**src/rtl/riscv_pkg.sv**
```systemverilog
// Shared RV32I definitions for the load/store unit: funct3 access-size codes
// and the memory-controller FSM state type.
package riscv_pkg;

    localparam logic [2:0] LB  = 3'b000;
    localparam logic [2:0] LH  = 3'b001;
    localparam logic [2:0] LW  = 3'b010;
    localparam logic [2:0] LBU = 3'b100;
    localparam logic [2:0] LHU = 3'b101;
    localparam logic [2:0] SB  = LB;
    localparam logic [2:0] SH  = LH;
    localparam logic [2:0] SW  = LW;

    typedef enum logic [1:0] {
        IDLE = 2'd0,
        WAIT = 2'd1,
        DONE = 2'd2
    } lsuState_t;

endpackage

```
**src/rtl/lsu_align.sv**
```systemverilog
// Combinational lane logic for the LSU: alignment check, byte enables and
// store-lane replication for the incoming request, plus lane extraction and
// sign/zero extension of the returned bus word for a completed load.
module lsu_align
    import riscv_pkg::*;
(
    input  logic [2:0]  funct3,
    input  logic [1:0]  addrLo,
    input  logic [31:0] wdata,
    output logic        misalign,
    output logic [3:0]  busBe,
    output logic [31:0] laneData,
    input  logic [2:0]  ldFunct3,
    input  logic [1:0]  ldOff,
    input  logic [31:0] busRdata,
    output logic [31:0] loadData
);

    logic [31:0]        shifted;
    logic signed [7:0]  ldByte;
    logic signed [15:0] ldHalf;

    // Request side: size decode; unsupported codes fall through as misaligned.
    always_comb begin
        misalign = 1'b1;
        busBe    = 4'b0000;
        laneData = wdata;
        case (funct3)
            SB, LBU: begin
                misalign = 1'b0;
                busBe    = 4'b0001 << addrLo;
                laneData = {4{wdata[7:0]}};
            end
            SH, LHU: begin
                misalign = addrLo[0];
                busBe    = 4'b0011 << addrLo;
                laneData = {2{wdata[15:0]}};
            end
            SW: begin
                misalign = (addrLo != 2'b00);
                busBe    = 4'b1111;
                laneData = wdata;
            end
            default: ;
        endcase
    end

    // Load side: move the addressed lane to bit 0, then extend by access type.
    always_comb begin
        shifted  = busRdata >> {ldOff, 3'b000};
        ldByte   = signed'(shifted[7:0]);
        ldHalf   = signed'(shifted[15:0]);
        loadData = 32'h0000_0000;
        case (ldFunct3)
            LB:      loadData = 32'(ldByte);
            LBU:     loadData = {24'h00_0000, shifted[7:0]};
            LH:      loadData = 32'(ldHalf);
            LHU:     loadData = {16'h0000, shifted[15:0]};
            LW:      loadData = shifted;
            default: loadData = 32'h0000_0000;
        endcase
    end

endmodule

```
**src/rtl/lsu_memctl.sv**
```systemverilog
// RV32I memory-stage controller: accepts one load/store per transaction,
// registers it onto a word bus, stalls the pipeline until bus_ack and presents
// the extended load result for one cycle in DONE.
// Optional build macro LSU_TIMEOUT_EN adds an ack-wait timeout that raises
// bus_err and completes the access with rdata=0.
module lsu_memctl
    import riscv_pkg::*;
#(
    parameter int TIMEOUT_CYCLES = 255
) (
    input  logic        clk,
    input  logic        reset,
    input  logic        req_valid,
    input  logic        we,
    input  logic [2:0]  funct3,
    input  logic [31:0] addr,
    input  logic [31:0] wdata,
    output logic [31:0] rdata,
    output logic        stall,
    output logic        misalign,
    output logic        bus_req,
    output logic        bus_we,
    output logic [31:0] bus_addr,
    output logic [3:0]  bus_be,
    output logic [31:0] bus_wdata,
    input  logic        bus_ack,
    input  logic [31:0] bus_rdata,
    output logic        bus_err
);

    lsuState_t   state;
    lsuState_t   nextState;

    logic        alignMisalign;
    logic [3:0]  alignBe;
    logic [31:0] alignLane;
    logic [31:0] alignLoad;
    logic        accept;
    logic        timeoutHit;

    logic [29:0] wordAddrQ;
    logic        weQ;
    logic [3:0]  beQ;
    logic [31:0] wdataQ;
    logic [2:0]  funct3Q;
    logic [1:0]  offQ;
    logic [31:0] rdataQ;

    lsu_align uAlign (
        .funct3   (funct3),
        .addrLo   (addr[1:0]),
        .wdata    (wdata),
        .misalign (alignMisalign),
        .busBe    (alignBe),
        .laneData (alignLane),
        .ldFunct3 (funct3Q),
        .ldOff    (offQ),
        .busRdata (bus_rdata),
        .loadData (alignLoad)
    );

    assign accept = (state == IDLE) && req_valid && !alignMisalign;

`ifdef LSU_TIMEOUT_EN
    localparam logic [15:0] TIMEOUT_LAST = 16'(TIMEOUT_CYCLES - 1);

    logic [15:0] waitCnt;
    logic        errQ;

    assign timeoutHit = (state == WAIT) && !bus_ack && (waitCnt == TIMEOUT_LAST);
    assign bus_err    = errQ;

    // Count WAIT cycles from zero on each new transaction.
    always_ff @(posedge clk) begin
        if (reset) begin
            waitCnt <= 16'h0000;
        end else if (accept) begin
            waitCnt <= 16'h0000;
        end else if (state == WAIT) begin
            waitCnt <= waitCnt + 16'h0001;
        end
    end

    // One-cycle error pulse, visible in the DONE cycle that follows a timeout.
    always_ff @(posedge clk) begin
        if (reset) begin
            errQ <= 1'b0;
        end else begin
            errQ <= timeoutHit;
        end
    end
`else
    logic unusedTimeout;

    assign unusedTimeout = (TIMEOUT_CYCLES != 0);
    assign timeoutHit    = 1'b0;
    assign bus_err       = 1'b0;
`endif

    // FSM state register.
    always_ff @(posedge clk) begin
        if (reset) begin
            state <= IDLE;
        end else begin
            state <= nextState;
        end
    end

    // Next-state and combinational pipeline-facing outputs.
    always_comb begin
        nextState = state;
        stall     = 1'b0;
        misalign  = 1'b0;
        bus_req   = 1'b0;
        rdata     = 32'h0000_0000;
        case (state)
            IDLE: begin
                stall    = accept;
                misalign = req_valid && alignMisalign;
                if (accept) begin
                    nextState = WAIT;
                end
            end
            WAIT: begin
                stall   = 1'b1;
                bus_req = 1'b1;
                if (bus_ack || timeoutHit) begin
                    nextState = DONE;
                end
            end
            DONE: begin
                rdata     = rdataQ;
                nextState = IDLE;
            end
            default: nextState = IDLE;
        endcase
    end

    // Request registers: inputs are sampled only on acceptance and held through WAIT.
    always_ff @(posedge clk) begin
        if (accept) begin
            wordAddrQ <= addr[31:2];
            weQ       <= we;
            beQ       <= alignBe;
            wdataQ    <= alignLane;
            funct3Q   <= funct3;
            offQ      <= addr[1:0];
        end
    end

    // Load result captured on the completing edge; stores and timeouts return zero.
    always_ff @(posedge clk) begin
        if (reset) begin
            rdataQ <= 32'h0000_0000;
        end else if ((state == WAIT) && (nextState == DONE)) begin
            rdataQ <= (bus_ack && !weQ) ? alignLoad : 32'h0000_0000;
        end
    end

    assign bus_we    = weQ;
    assign bus_addr  = {wordAddrQ, 2'b00};
    assign bus_be    = beQ;
    assign bus_wdata = wdataQ;

endmodule

```
**config.mk**
```make
export PLATFORM = sky130hd
export DESIGN_NAME = lsu_memctl
export DESIGN_NICKNAME = d
export VERILOG_FILES = /design/src/rtl/riscv_pkg.sv /design/src/rtl/lsu_align.sv /design/src/rtl/lsu_memctl.sv
export SDC_FILE = /design/constraint.sdc
export NUM_CORES = 1
export LEC_CHECK = 0
export BUFFER_PORTS_ARGS = -buffer_cell sky130_fd_sc_hd__buf_2
export CORE_MARGIN = 4
export CORE_UTILIZATION = 47
export DETAILED_ROUTE_END_ITERATION = 7
export HOLD_SLACK_MARGIN = 0.05
export PLACE_DENSITY = 0.8
export SLEW_MARGIN = 20
export SYNTH_ARGS = -nofsm -noshare
export SYNTH_HDL_FRONTEND = slang
export SYNTH_SLANG_ARGS = --single-unit
export TNS_END_PERCENT = 10
```
**constraint.sdc**
```tcl
create_clock -name clk -period 8.4 [get_ports clk]
set_input_delay 0.84 -clock clk [delete_from_list [all_inputs] [get_ports clk]]
set_output_delay 0.84 -clock clk [all_outputs]
set_load 0.02 [all_outputs]
```
# Word level (Yosys, flattened, before mapping)
# Cells that the tools add are included.
# word_totals
mem_bits_ro,0
wordCells,47
ramBits,0
in_bits,104
regBits,106
memories,0
output_inout_bits,105
latch_bits,0
# classes
mul,0
add_sub_neg,0
n_eq_ne,11
shifts,3
bitwise,0
n_mux,12
reduce_logical,13
div_mod_pow,0
magnitude_cmp,0
# op_table
operator,count
one-hot mux 32 bit (5 select lines),1
two-way mux 32 bit,2
one-hot mux 32 bit (2 select lines),1
right shift 32 x 5 -> 32 bit,1
equality test 3 bit (second input constant),4
one-hot mux 4 bit (3 select lines),1
equality test 3 x 1 -> 1 bit (second input constant),2
equality test 3 x 2 -> 1 bit (second input constant),2
zero test 3 bit,2
logical AND 1 bit,5
equality test 2 bit (second input constant),2
two-way mux 2 bit,2
one-hot mux 2 bit (2 select lines),1
OR reduction 2 bit,2
<< shifter 1 x 2 -> 4 bit (first input constant),1
<< shifter 2 x 2 -> 4 bit (first input constant),1
one-hot mux 1 bit (3 select lines),1
equality test 2 x 1 -> 1 bit (second input constant),1
zero test 1 bit,2
zero test 2 bit,1
two-way mux 1 bit,2
one-hot mux 1 bit (2 select lines),1
nonzero test 2 bit,1

# Logic depth before layout (Yosys ltp)
# Gate-level depths: netlist (run 1).
# depth
ltp_word,9
ltp_mapped,7

# Cells and area by module
# A second synthesis (run 1) with hierarchy kept.
# hier_totals
cells_unflattened,443
area_unflattened_um2,5426.5
# by_module_without_submodules
module,seq_area_each_um2,area_per_inst_um2,cells_per_inst,instances
lsu_memctl,2842.7,4085.2,268,1
lsu_align,0.0,1341.3,175,1

# Worst setup path after synthesis (run 1)
# Ideal clock, no wire load.
# synth_timing
kind,input-to-reg
startpoint,input port funct3[2]
endpoint,"register beQ[0], in the netlist bus_be[0] (enable)"
arrival_time_ns,6.299
path_stages,3
required_time_ns,7.807
slack_ns,1.508
path_buffers,0
path_cell_list,o31a_1 o22a_1 nor3_1
# synth_via
elab_chain_cells,5
# synth_rtl
element,line_no,rtl
from (decl),lsu_memctl.sv:15,"input logic [2:0] funct3,"
equality test 3 x 1 -> 1 bit (tied with other cells),lsu_align.sv:28,case (funct3)
OR reduction 2 bit,lsu_align.sv:28,
one-hot mux 1 bit (3 select lines) *,lsu_align.sv:28,
zero test 1 bit *,lsu_memctl.sv:62,assign accept = (state == IDLE) && req_valid && !alignMisalign;
logical AND 1 bit *,lsu_memctl.sv:62,
named net accept,lsu_memctl.sv:38,logic accept;
to (signal assigned),lsu_memctl.sv:144,beQ <= alignBe;
to (decl),lsu_memctl.sv:43,logic [3:0] beQ;
# Mark *: on every way through the listed nets, which the timed path passes. The rest lies on a longest branch.
# A chain may end at the register's enable or synchronous reset.

# Final worst setup path (run 1)
# layout_timing
startpoint,input port funct3[1]
endpoint,output port misalign
# layout_via
elab_chain_cells,5
# layout_rtl
element,line_no,rtl
equality test 3 x 1 -> 1 bit (tied with other cells),lsu_align.sv:28,
OR reduction 2 bit,lsu_align.sv:28,
one-hot mux 1 bit (3 select lines) *,lsu_align.sv:28,
logical AND 1 bit *,lsu_memctl.sv:119,misalign = req_valid && alignMisalign;
two-way mux 1 bit *,lsu_memctl.sv:116,case (state)
to (decl),lsu_memctl.sv:20,"output logic misalign,"
# Mark *: on every way between the ends. The rest lies on a longest branch, timed or not.

==> results.ini, run 1 <==
[synth]
netlist_instances = 366
ys_ff_latch = 106
yosys_warnings = 0
yosysSeqAreaShare = 0.611
synth-edff-count = 72
synth_ff_type = edfxtp_1
syn_avg_cell_area_sq_um = 12.7
postSynth.asyncResetShare = 0
synth_cell_type_count = 39
synth_area_sq_um = 4650

[setup_path]
timing.rr.end = rdataQ[28]
critPathSlowestCell = buf_2
regToRegSetupSlack_ps = 6180
critPathMaxStageDelay_ps = 430
critical_path.most_common_cell = buf_2
critPathTopFamily = buffers and inverters
cp_cell_sequence = buf_2 -> o31a_1 -> o22a_1 -> nor3b_1 -> buf_2
rr_startpoint = offQ[1]
cp_max_fo = 33
path_class = input pin to output pin
crit_path_end_kind = output pin
path_buf_inv = 2
ff2ff_path_depth = 5
required_ps = 7560
cp.arrival_ps = 2080
worstSetupStartpointType = input pin

[sta]
worst_pin_slew_ps = 1060
final-hold-violation-count = 0
fin_skew_ps = 13.2
hold_slack_ps = 486
final.period_utilization = 0.348
fin_ws_ps = 5480
finalSetupTns_ps = 0
max_freq_ghz = 0.342
post-route-min-period_ps = 2920
setup_viol = 0
grt_setup_unrepaired = false
report.final.slew_viol_count = 0
relSlewSlack = 0.289

[finish]
area_delta_synth_final_pct = 29.2
final_area_sq_um = 6010
post-route-util = 0.618
stdcell_count = 701
antenna_cells = 0
nets = 667
drive_above_1_share = 0.452
fillCellCount = 803

[floorplan]
core_sq_um = 9730
die_x_microns = 108
io_pins = 209
start_util = 0.478
dieArea_sq_um = 11600
fp.dieH_microns = 108
rows = 36

[clocking]
cts_setup_buffers = 0
path_clk_slew_ps = 90
cts_made_buffers = 9
clock_path_buffers = 2
cts_hold_buffers = 0
cts_resized = 0
h-tree-depth = 3
clock_latency_ps = 370
cts_tree = done
cts.sinks = 106
root_buffer = clkbuf_8

[place]
io_buffers = 205
placedCellCount = 683
placed_area_sq_um = 5750
dp_hpwl_mm = 9.08
gp_congestion = 0.896
post-place-ws_ps = 5450

[route]
vias_per_cell = 5.24
wirelength_mm = 12.3
drt_iter0_markers = 191
drc_errors = 0
firstDrtPassIters = 5
ant_nets = 0
wl_per_cell_microns = 17.6
num_vias = 3673

[grt]
busiest_layer = met2
grt_max_degree = 73
grt_use_total = 0.212
grt_use_met3 = 0.0894
grt_pass1_wl_mm = 18.9
gr-total-overflow = 0
grt.met1_usage = 0.250
met2_usage = 0.355
grt_pass1_vias = 3654
grt_antenna_before_repair = 0

[min_path]
hold_path_class = register to register
hp-start = rdataQ[16]
whs_path_depth = 1
hold-path-endpoint = rdataQ[16]

[power]
total_power_mw = 1.06
p_per_area_nw_per_um2 = 177
ir_drop_mv = 0.147
p_leak_nw = 2.60

[flow_run]
cap_violations = 0

[run_status]
status = finished, final reports clean

[placed cells by master (no fill, tap or decap), types with 2 or more instances in the layout]
cell type	synthesis	layout
and2_1	39	39
a211o_1	7	7
nand2_1	28	28
buf_2	5	205
a311oi_1	8	8
nor3_2	1	2
dfxtp_1	34	34
mux2i_1	19	19
a21oi_1	9	9
o31ai_1	2	2
mux2_2	26	26
a32oi_1	7	7
inv_8	0	2
a221o_1	16	16
nand3b_1	2	2
nor2_1	25	25
nor2b_1	11	11
buf_4	3	3
edfxtp_1	72	72
clkinv_4	0	2
conb_1	1	3
o21a_1	2	2
o21ai_0	16	16
clkbuf_8	0	9
[sequential cells by signal (all words and copies together) (netlist names)]
register and count:
bus_we 1, bus_be 4, state 2, rdataQ 32, wordAddrQ 30, bus_wdata 32, funct3Q 3, offQ 2
[power by group]
group          total (mW)  internal, mW  switching, mW
registers           0.592         0.583        0.00871
logic               0.139        0.0550         0.0840
clock network       0.334         0.147          0.187
total                1.06         0.785          0.280
[synth_stat cells (5+ instances only)]
library cell,instances,share of area
nor2_1,25,0.020
and2_1,39,0.052
mux2_2,26,0.063
edfxtp_1,72,0.46
buf_2,5,0.0054
a32oi_1,7,0.013
o21ai_0,16,0.017
mux2i_1,19,0.041
clkbuf_1,13,0.010
dfxtp_1,34,0.15
a311oi_1,8,0.015
a211o_1,7,0.013
nor2b_1,11,0.015
a21oi_1,9,0.0097
a221o_1,16,0.034
nand2_1,28,0.023
[worst max-delay path by stage]
stage / start / endpoint / cells past startpoint
2_1_floorplan: funct3[2] / bus_be[0] / 3
4_1_cts: funct3[1] / misalign / 5
5_1_grt: funct3[1] / misalign / 5
3_5_place_dp: funct3[1] / misalign / 5
6_report: funct3[1] / misalign / 5
3_3_place_gp: funct3[1] / misalign / 5
[cells by family (layout without fill, tap and decap cells)]
| group | after synthesis | in the layout | share of synthesized area |
|---|---|---|---|
| flops | 106 | 106 | 0.611 |
| other cells | 1 | 3 | 0.000806 |
| compound gates | 74 | 74 | 0.123 |
| mux | 46 | 46 | 0.109 |
| simple gates | 112 | 112 | 0.128 |
| buf+inv | 27 | 227 | 0.0288 |
[area by class of cell]
type / instances / area, sq um / share of cell area
multi-input combinational: 235 / 1690 / 0.281
inverter: 1 / 3.75 / 0.000624
timing repair buffer: 210 / 1090 / 0.181
sequential: 106 / 2840 / 0.473
clock inverter: 7 / 95.1 / 0.0158
clock buffer: 9 / 124 / 0.0206
tap: 133 / 166 / 0.0277
[routing by layer]
| layer | part of all wire | vias up |
|---|---|---|
| met5 | 0 | - |
| met4 | 0.0096 | 0 |
| met3 | 0.11 | 10 |
| met2 | 0.51 | 176 |
| met1 | 0.37 | 1730 |
| li1 | - | 1757 |
No activity file was read; power rests on OpenSTA's default activity.
==> run 2, diff against run 1 <==
==> constraint.sdc (replaced) <==
create_clock -name clk -period 2.9 [get_ports clk]
set_input_delay 0.29 -clock clk [delete_from_list [all_inputs] [get_ports clk]]
set_output_delay 0.29 -clock clk [all_outputs]
set_load 0.02 [all_outputs]
==> run 2 against run 1 <==
  * Sequential power grew to 2.9 times the previous value
  * Hold slack worse by 400 ps
  * Clock-buffer cell count did not move
  * Setup slack got worse by 4700 ps
  * Register-to-register slack got worse by 5400 ps
  * Via count fell by 0.93%
  * Non-clock buffer count increased by 2
  * Critical endpoint is now rdataQ[24]
==> results.ini, run 2 (synthesis results as in run 1) <==
[sta]
fin_ws_ps = 736  ; -4740 ps
final.period_utilization = 0.746
hold_slack_ps = 86.7  ; -399 ps
fin_skew_ps = 7.26  ; -5.94 ps
grt_setup_unrepaired = false
relSlewSlack = 0.556  ; +0.268
setup_viol = 0  ; unchanged
max_freq_ghz = 0.462
final-hold-violation-count = 0  ; unchanged
worst_pin_slew_ps = 663  ; -399 ps
report.final.slew_viol_count = 0  ; unchanged
post-route-min-period_ps = 2160

[setup_path]
path_class = register to register
regToRegSetupSlack_ps = 740  ; -5440 ps
required_ps = 3220  ; -4340 ps
worstSetupStartpointType = register
critPathTopFamily = simple AND/OR/NAND/NOR gates
critPathSlowestCell = and4b_1
crit_path_end_kind = register
critPathMaxStageDelay_ps = 570  ; +140 ps
cp.arrival_ps = 2480  ; +400 ps
cp_max_fo = 28  ; -15%
cp_cell_sequence = nand3b_4 -> and4b_1 -> nor2b_1 -> a221o_1
path_buf_inv = 0  ; -2

[floorplan]
rows = 36  ; unchanged
io_pins = 209  ; unchanged
fp.dieH_microns = 108  ; unchanged
core_sq_um = 9730  ; unchanged
dieArea_sq_um = 11600  ; unchanged
die_x_microns = 108  ; unchanged
start_util = 0.478  ; unchanged

[clocking]
clock_latency_ps = 370  ; about the same
h-tree-depth = 3  ; unchanged
cts.sinks = 106  ; unchanged
cts_tree = done
cts_resized = 0  ; unchanged
clock_path_buffers = 2  ; unchanged
cts_setup_buffers = 0  ; unchanged
path_clk_slew_ps = 110  ; +20 ps
cts_made_buffers = 9  ; unchanged
root_buffer = clkbuf_8
cts_hold_buffers = 0  ; unchanged

[route]
drc_errors = 0  ; unchanged
num_vias = 3639  ; -0.93%
wirelength_mm = 12.3  ; -0.51%
ant_nets = 0  ; unchanged
wl_per_cell_microns = 17.5  ; -0.79%
firstDrtPassIters = 4  ; -1
vias_per_cell = 5.18  ; -1.2%
drt_iter0_markers = 184  ; -3.7%

[finish]
final_area_sq_um = 6010  ; about the same
antenna_cells = 0  ; unchanged
register_area_sq_um = 2840  ; unchanged
final_cell_mix = buf_2, edfxtp_1, and2_1
fillCellCount = 815  ; +1.5%
drive_above_1_share = 0.454  ; +0.00192
final_common_cell = buf_2
post-route-util = 0.618  ; about the same
nets = 669  ; +0.30%
multi_input_area_sq_um = 1700  ; +0.37%
area_delta_synth_final_pct = 29.1  ; about the same

[power]
total_power_mw = 3.07  ; +190%
p_leak_nw = 2.60  ; about the same
p_per_area_nw_per_um2 = 511  ; +190%
ir_drop_mv = 0.418  ; +180%

[run_status]
status = finished, final reports clean

[grt]
gr-total-overflow = 0  ; unchanged
grt_use_total = 0.210  ; -0.00168
grt_antenna_before_repair = 0  ; unchanged
grt_pass1_wl_mm = 18.6  ; -1.2%
grt_pass1_vias = 3635  ; -0.52%
grt_max_degree = 73  ; unchanged

[place]
io_buffers = 205  ; unchanged
placed_area_sq_um = 5800  ; +0.85%
post-place-ws_ps = 767  ; -4680 ps
dp_hpwl_mm = 9.36  ; +3.1%
gp_congestion = 0.857  ; -4.4%

[min_path]
hold_path_class = input pin to register

[flow_run]
cap_violations = 0  ; unchanged

-- run 2: changes by cell type in the layout (fill, tap and decap cells not counted) --
cell / change
nor3_2: -1
nor3_4: +1
clkinv_8: -1
buf_4: +3
buf_8: -1
inv_6: +2
inv_8: -1
buf_12: +1
buf_16: -1
-- run 2: area by class of cell --
class,instances,share of cell area
multi-input cells,235,0.282
inverters,1,0.000625
clock inverters,7,0.0142
well taps,133,0.0277
repair buffers,212,0.182
clock buffers,9,0.0206
flip-flops and latches,106,0.473
-- run 2: path summary, 6_finish.rpt --
path         startpoint             to  cells after the start
max            state[0]     rdataQ[24]                      4
min reg2reg  rdataQ[30]     rdataQ[30]                      1
min            addr[29]  wordAddrQ[27]                      1
max reg2reg    state[0]     rdataQ[24]                      4
-- run 2: metal layers --
metal  vias to the layer above  share of wire  global-route usage
met1                      1693           0.38               0.241
met5                         -              0                   0
li1                       1765              -                   -
met3                        19           0.11              0.0906
met4                         0          0.020              0.0748
met2                       162           0.48               0.349
-- run 2: stage by stage --
step	TNS, ps	cells
floorplan	-2630	368
global placement	0	687
detailed placement	0	687
CTS	0	703
global route	0	703
finish	0	703
-- run 2: report_power, final --
| part | internal, mW | total, mW | switching (mW) |
|---|---|---|---|
| Clock | 0.418 | 0.953 | 0.535 |
| Sequential | 1.69 | 1.71 | 0.0221 |
| Combinational | 0.160 | 0.406 | 0.246 |
| Total | 2.27 | 3.07 | 0.804 |
==> run 3, diff against run 2 <==
--- a/config.mk
+++ b/config.mk
@@ -7,10 +7,10 @@
 export LEC_CHECK = 0
 export BUFFER_PORTS_ARGS = -buffer_cell sky130_fd_sc_hd__buf_2
 export CORE_MARGIN = 4
-export CORE_UTILIZATION = 47
+export CORE_UTILIZATION = 43
 export DETAILED_ROUTE_END_ITERATION = 7
 export HOLD_SLACK_MARGIN = 0.05
-export PLACE_DENSITY = 0.8
+export PLACE_DENSITY = 0.77
 export SLEW_MARGIN = 20
 export SYNTH_ARGS = -nofsm -noshare
 export SYNTH_HDL_FRONTEND = slang
==> constraint.sdc (replaced) <==
create_clock -name clk -period 1.8 [get_ports clk]
set_input_delay 0.18 -clock clk [delete_from_list [all_inputs] [get_ports clk]]
set_output_delay 0.18 -clock clk [all_outputs]
set_load 0.02 [all_outputs]
==> run 3 against run 2 <==
  * Non-clock buffer count up 51
  * Combinational power rose by 88%
  * Global-route usage up 1.2 points
  * Sequential power increased by 61%
  * Power rose by 62%
  * Maximum frequency increased by 25%
  * Setup slack worse by 660 ps
  * Largest power group unchanged
==> results.ini, run 3 (synthesis results as in run 1) <==
[power]
p_per_area_nw_per_um2 = 763  ; +49%
comb_power_share = 0.154  ; +0.022
p_switching_mw = 1.36  ; +70%
p_int_mw = 3.60  ; +59%
seqPwrFrac = 0.556  ; about the same
p_leak_nw = 2.82  ; +8.3%
switching_share = 0.275  ; +0.0131
ir_drop_mv = 0.527  ; +26%
clkPwrFrac = 0.290  ; -0.021

[finish]
register_area_sq_um = 2850  ; about the same
multi_input_area_sq_um = 1700  ; +0.29%
area_delta_synth_final_pct = 39.8
final_cell_mix = buf_2, edfxtp_1, dlygate4sd3_1
stdcell_count = 757  ; +7.7%
antenna_cells = 0  ; unchanged
final_common_cell = buf_2
drive_above_1_share = 0.440  ; -0.0148
nets = 720  ; +7.6%
fillCellCount = 832  ; +2.1%

[sta]
final-hold-violation-count = 0  ; unchanged
final.period_utilization = 0.959  ; +0.213
max_freq_ghz = 0.579  ; +25%
post-route-min-period_ps = 1730  ; -437 ps
fin_skew_ps = 8.25  ; +0.987 ps
setup_viol = 0  ; unchanged
fin_ws_ps = 73.2  ; -663 ps
hold_slack_ps = 83.3  ; -3.47 ps
grt_setup_unrepaired = false
report.final.slew_viol_count = 0  ; unchanged

[min_path]
hp-start = bus_rdata[26]
whs_path_depth = 2  ; +1
hold_path_class = input pin to register

[grt]
grt_pass1_wl_mm = 21.7  ; +17%
gr-total-overflow = 0  ; unchanged
grt_max_degree = 73  ; unchanged
grt_antenna_before_repair = 0  ; unchanged
grt_pass1_vias = 4052  ; +11%
grt_use_total = 0.222  ; +0.0125

[clocking]
cts_made_buffers = 9  ; unchanged
root_buffer = clkbuf_8
cts.sinks = 106  ; unchanged
h-tree-depth = 3  ; unchanged
cts_tree = done
path_clk_slew_ps = 110  ; about the same
clock_path_buffers = 2  ; unchanged
clock_latency_ps = 370  ; about the same

[setup_path]
ff2ff_path_depth = 3  ; -1
path_buf_inv = 0  ; unchanged
rr_startpoint = offQ[1]
critPathTopFamily = compound AO/OA/AOI/OAI gates
crit_path_start = offQ[1]
critPathSlowestCell = mux4_2
cp_max_fo = 16  ; -43%
path_class = register to register
critPathMaxStageDelay_ps = 550  ; -20 ps
worstSetupStartpointType = register
cp_cell_sequence = mux4_2 -> o211a_4 -> a221o_1
cp.arrival_ps = 1990  ; -490 ps
required_ps = 2060  ; -1160 ps
cp.depth = 3  ; -1
crit_path_end_kind = register

[place]
post-place-ws_ps = 14.0  ; -753 ps
dp_hpwl_mm = 9.88  ; +5.5%
gp_congestion = 0.852  ; -0.53%
io_buffers = 205  ; unchanged
placedCellCount = 699  ; +1.7%

[run_status]
status = finished, final reports clean

[route]
num_vias = 3984  ; +9.5%
ant_nets = 0  ; unchanged
wl_per_cell_microns = 19.0  ; +8.6%
drt_iter0_markers = 261  ; +42%
drc_errors = 0  ; unchanged
vias_per_cell = 5.26  ; +1.7%
wirelength_mm = 14.4  ; +17%
firstDrtPassIters = 4  ; unchanged

[floorplan]
fp.dieH_microns = 112  ; +4.2%
die_x_microns = 112  ; +4.2%
rows = 37  ; +2.8%
start_util = 0.447  ; -0.0315
dieArea_sq_um = 12500  ; +8.6%
io_pins = 209  ; unchanged
core_sq_um = 10400  ; +7.1%

[flow_run]
cap_violations = 0  ; unchanged

==> run 3: cell count changes in the layout (fill, tap and decap cells not counted), moves of 2 or more <==
cell	change
dlygate4sd3_1	+41
buf_4	+8
dfxtp_1	-2
dfxtp_2	+2
inv_8	+2
nor2b_1	-2
nor2b_2	+2
==> run 3: through the flow <==
stage,cell area (sq um),util,power (mW),TNS (ps)
after floorplan,4670,-,3.18,-74840
after global placement,5880,0.565,3.47,0
after detailed placement,5880,0.565,3.49,0
after CTS,6500,0.624,4.98,0
after global routing,6500,0.624,5.17,0
final,6500,0.624,4.96,0
==> run 3: worst paths after layout <==
check,endpoint,slack (ps)
worst min register to register,rdataQ[6],490
worst min-delay path,rdataQ[26],80
worst max-delay path,rdataQ[23],70
worst max register to register,rdataQ[23],70
==> run 3: timing repair <==
item / 4_1_cts / 5_1_grt
pin swaps: 1 / 0
setup endpoints to repair: 5 / 34
resized for setup: 1 / 4
hold buffers: 41 / 0
hold endpoints to repair: 41 / 0
setup buffers: 1 / 0
==> run 3: area by class of cell <==
type / instances / share of cell area
sequential: 106 / 0.437
multi-input combinational: 235 / 0.261
timing repair buffer: 263 / 0.245
tap: 136 / 0.0262
clock buffer: 9 / 0.0190
clock inverter: 7 / 0.0104
inverter: 1 / 0.000577
==> run 3: layer usage <==
layer | wire, microns | track usage
met3 | 1540 | 0.0803
met4 | 306 | 0.0801
met1 | 5180 | 0.251
met2 | 7320 | 0.388
met5 | 0 | 0
==> run 3: power groups by stage <==
stage          registers (mW)  clock network (mW)  logic [mW]
2_1_floorplan            2.91                   0       0.268
3_3_place_gp             2.80                   0       0.669
3_5_place_dp             2.81                   0       0.683
4_1_cts                  2.75                1.47       0.754
5_1_grt                  2.77                1.58       0.821
6_report                 2.76                1.44       0.765
